### config.mk
export PLATFORM = sky130hd
export DESIGN_NAME = demux_1x16_seq
export DESIGN_NICKNAME = d
export VERILOG_FILES = /design/src/rtl/demux_1x16_seq.sv
export SDC_FILE = /design/constraint.sdc
export NUM_CORES = 1
export LEC_CHECK = 0
export ABC_AREA = 1
export BUFFER_PORTS_ARGS = -buffer_cell sky130_fd_sc_hd__buf_4
export CAP_MARGIN = 25
export CORE_AREA = 2 2 59 61
export CTS_CLUSTER_SIZE = 20
export DETAILED_ROUTE_END_ITERATION = 7
export DIE_AREA = 0 0 61 63
export MAX_ROUTING_LAYER = met4
export PLACE_DENSITY = 0.76
export SKIP_LAST_GASP = 1
export SLEW_MARGIN = 10
export SYNTH_ARGS = -nofsm -noshare
export SYNTH_HDL_FRONTEND = slang
export SYNTH_SLANG_ARGS = --single-unit
### constraint.sdc
create_clock -name clk -period 1.2 [get_ports clk]
set_input_delay 0.18 -clock clk [delete_from_list [all_inputs] [get_ports clk]]
set_output_delay 0.18 -clock clk [all_outputs]
set_load 0.02 [all_outputs]
### src/rtl/demux_1x16_seq.sv
// demux_1x16_seq: 1-to-16 serial demultiplexer with direct-select and auto-index deserializer modes
// Ports:
//   clk        rising-edge clock
//   rst_n      asynchronous active-low reset
//   data_in    serial bit to route
//   in_valid   data_in is consumed on this edge
//   sel        target channel in direct mode
//   auto_mode  0 = direct demux, 1 = auto-index deserializer
//   out        registered channel bank (bit k = channel k)
//   out_valid  one-cycle pulse when the bank holds a fresh result
//   idx        current auto-mode write index
//   busy       auto-mode frame partially filled
//   frame_err  (only with DEMUX_FRAME_ERR_EN) one-cycle pulse after a frame abort
module demux_1x16_seq #(
  parameter int WIDTH = 16
) (
  input  logic             clk,
  input  logic             rst_n,
  input  logic             data_in,
  input  logic             in_valid,
  input  logic [3:0]       sel,
  input  logic             auto_mode,
  output logic [WIDTH-1:0] out,
  output logic             out_valid,
  output logic [3:0]       idx,
  output logic             busy
`ifdef DEMUX_FRAME_ERR_EN
  ,
  output logic             frame_err
`endif
);
  typedef enum logic {IDLE, FILL} state_t;
  state_t           state_q, state_d;
  logic [3:0]       idx_q, idx_d;
  logic [WIDTH-1:0] out_q, out_d;
  logic             out_valid_q, out_valid_d;
  logic             abort;
  always_ff @(posedge clk or negedge rst_n)
    if (!rst_n) begin
      state_q     <= IDLE;
      idx_q       <= 4'd0;
      out_q       <= '0;
      out_valid_q <= 1'b0;
    end else begin
      state_q     <= state_d;
      idx_q       <= idx_d;
      out_q       <= out_d;
      out_valid_q <= out_valid_d;
    end
  // idx_q is held at 0 whenever the FSM is in IDLE, so it is the write
  // index in both states; an abort and a direct write may share one edge.
  always_comb begin
    abort       = (state_q == FILL) && !auto_mode;
    state_d     = abort ? IDLE : state_q;
    idx_d       = abort ? 4'd0 : idx_q;
    out_d       = out_q;
    out_valid_d = 1'b0;
    if (in_valid && auto_mode) begin
      out_d[idx_q] = data_in;
      state_d      = (idx_q == 4'd15) ? IDLE : FILL;
      idx_d        = idx_q + 4'd1;
      out_valid_d  = (idx_q == 4'd15);
    end else if (in_valid) begin
      out_d[sel]  = data_in;
      out_valid_d = 1'b1;
    end
  end
  always_comb begin
    out       = out_q;
    out_valid = out_valid_q;
    idx       = idx_q;
    busy      = (state_q == FILL);
  end
`ifdef DEMUX_FRAME_ERR_EN
  logic frame_err_q;
  always_ff @(posedge clk or negedge rst_n)
    if (!rst_n) frame_err_q <= 1'b0;
    else        frame_err_q <= abort;
  assign frame_err = frame_err_q;
`endif
endmodule

==> metrics <==
failing checks=setup timing; first-pass GRT wire length=5820 um; Combinational Power Share=46.6%; final setup vio count=17; final count of hold timing violations=0; Max Freq=721 MHz; switching share of power=38.6%; Worst setup EP type=flop; Die Wd=61 um; Rows=21; crit start category=flop; fin area=2100 sq um; area taken by multi-input logic gates=860 sq um; H-tree levels=1; drt via density=4.79; DR WL met2=1900 um; Min-Delay Path Class=input port to flop; MaxCap Viol Count=0; Non-Filler Instances=330; DR pass1 iterations=5; number of synthesized flops with an enable pin=0; DR DRC count=0; Yosys cell types=22; commonest cells after routing, fill and taps aside=nand2_1 (97), inv_1 (41), buf_4 (40); clock-pin slew on the worst setup and hold paths=0.14 ns; Ys Warns=0; gr ovfl total=0; top post-synthesis cells by area=dfrtp_1 (36%), nand2_1 (27%), inv_1 (12%); commonest non-fill, non-tap cell in the layout=nand2_1; number of global-route vias before repair=1,430; initial drt markers=43; placed insts=319; Flop pwr share=34.2%; Max Buffers Root-to-Sink=2; async set or reset register ratio after synthesis=100%; Top Layer Used=met4; DR WL met3=185 um; Filler Cells Inserted=282; largest net degree at the start of global routing=23; share of cells above drive strength 1=32.7%; Yosys top cell by area=dfrtp_1; Mapped Nets=251; WL final=3890 um; core area=3230 sq um; Clk pwr share=19.2%; number of synthesized register bits=22; fin crit period=1.39 ns; placed cell area=1840 sq um; Slew Limit Fails=0; register area share after synthesis=36.5%; CP arrival=1.62 ns; GRT Total Usage=20.3%; setup_tns=-1.04 ns; Post-DRT Antenna Nets=0; Storage cell area=556 sq um; clock skew=0.00842 ns; GP Congestion=0.898; Cell Area, Synth=1510 sq um; slew at the pin with the worst max-slew slack=0.299 ns; RSZ-0062 raised after global routing=yes; final core occ=65.1%; Area Growth Syn to Fin=39.3%; ANT cells=0; M1 WL=1740 um; post-detail-place hpwl=2540 um; CP required=1.43 ns; Initial Util=46.7%; PortBufs=30; WL/cell=11.8 um; Setup CP Type=flop to flop; crit share post-route=116%; clk_lat worst skew=0.32 ns; Sink Count=22; Gate Count Post-Synth=238; Power Internal=1.88 mW; setup ws final=-0.187 ns; die area=3840 sq um; share of the synthesized area in the top cell type=36.5%; Main synth FF type=dfrtp_1; worst vdd ir=0.826 mV; switching pwr=1.18 mW; PwrDens=1460 nW/um^2; CTS Buf Count=3; status=finished, violations left; CP max FO=4; number of antenna violations at the first check in global routing=0; I/O pins=31; Avg Inst Size Synth=6.35 sq um; Lkg Pwr=1.22 nW; TritonCTS clock tree=yes; nets@finish=298; Worst slew margin=80.0%; via count=1,580; Die Height=63 um; root buf cell=clkbuf_4
-- cells by family (layout without fill, tap and decap cells) --
logic type | after synthesis | count (layout) | synth area share (%)
simple gates | 146 | 146 | 40.2
fa+ha+maj | 4 | 4 | 3.31
xor+xnor | 1 | 1 | 0.580
compound gates | 11 | 11 | 3.98
flops | 22 | 22 | 36.5
buf+inv | 54 | 100 | 15.5
-- cell usage after synthesis, types with 2 or more instances --
library cell,count
nand3_1,18
dfrtp_1,22
inv_2,2
nor2_1,11
nand2_2,4
buf_4,2
nand2_4,2
nor2_2,2
inv_1,47
ha_1,4
o21ai_0,7
nand2_1,107
-- what timing repair did --
action | 4_1_cts | 5_1_grt
pin swaps | 0 | 15
hold buffers | 1 | 0
resized for setup | 9 | 34
buffers inserted | 3 | 3
hold endpoints to repair | 22 | 0
endpoints found under the setup margin | 21 | 21
-- final timing paths --
kind / startpoint / slack, ns / to / depth (start not counted)
max in group asynchronous: rst_n / 0.68 / idx[0]$_DFFE_PN0P_ / 2
min in group asynchronous: rst_n / 0.26 / out[7]$_DFFE_PN0P_ / 2
worst min-delay path: data_in / 0.18 / out[15]$_DFFE_PN0P_ / 5
worst max register to register: idx[1]$_DFFE_PN0P_ / -0.19 / out[1]$_DFFE_PN0P_ / 10
worst min register to register: out[15]$_DFFE_PN0P_ / 0.51 / out[15]$_DFFE_PN0P_ / 2
worst max-delay path: idx[1]$_DFFE_PN0P_ / -0.19 / out[1]$_DFFE_PN0P_ / 10
-- cell type report --
class                           instances  share of cell area (%)
Clock buffer                            3                    1.07
Clock inverter                          1                    1.43
Inverter                               49                    9.10
Multi-Input combinational cell        162                    40.9
Sequential cell                        22                    26.4
Tap cell                               46                    2.74
Timing Repair Buffer                   47                    18.4
-- metal layers --
metal,GRT usage (%),vias to the layer above
met5,-,-
met4,6.79,0
met3,2.90,6
met2,33.5,49
met1,24.9,730
li1,-,795
-- state kept, by name (all words and copies together), names as in the netlist --
signal	flops
idx	4
out_valid	1
out	16
busy	1
-- stage by stage --
| step | hold WS (ns) | power, mW | setup slack, ns |
|---|---|---|---|
| after floorplan | -0.116 | 1.71 | -0.00356 |
| after global placement | 0.0894 | 2.18 | -0.0348 |
| after detailed placement | 0.0905 | 2.19 | -0.0585 |
| after CTS | 0.171 | 2.84 | -0.0416 |
| after global routing | 0.192 | 3.24 | -0.222 |
| final | 0.178 | 3.06 | -0.187 |
-- power by group through the flow --
stage / Clock (mW) / Sequential [mW] / Combinational, mW
2_1_floorplan: 0 / 1.24 / 0.473
3_3_place_gp: 0 / 1.04 / 1.13
3_5_place_dp: 0 / 1.04 / 1.15
4_1_cts: 0.597 / 1.02 / 1.22
5_1_grt: 0.632 / 1.06 / 1.54
6_report: 0.589 / 1.05 / 1.43
-- critical path, cell delays in order (launching register included) --
cell and delay [ns]:
dfrtp_2 0.48, inv_4 0.08, ha_4 0.17, nand2_4 0.07, inv_2 0.04, nand2_1 0.05
nand2_1 0.08, nand2_1 0.11, nand2_1 0.07, nand2_1 0.09, inv_1 0.06
Power figures use the tool's default switching activity.
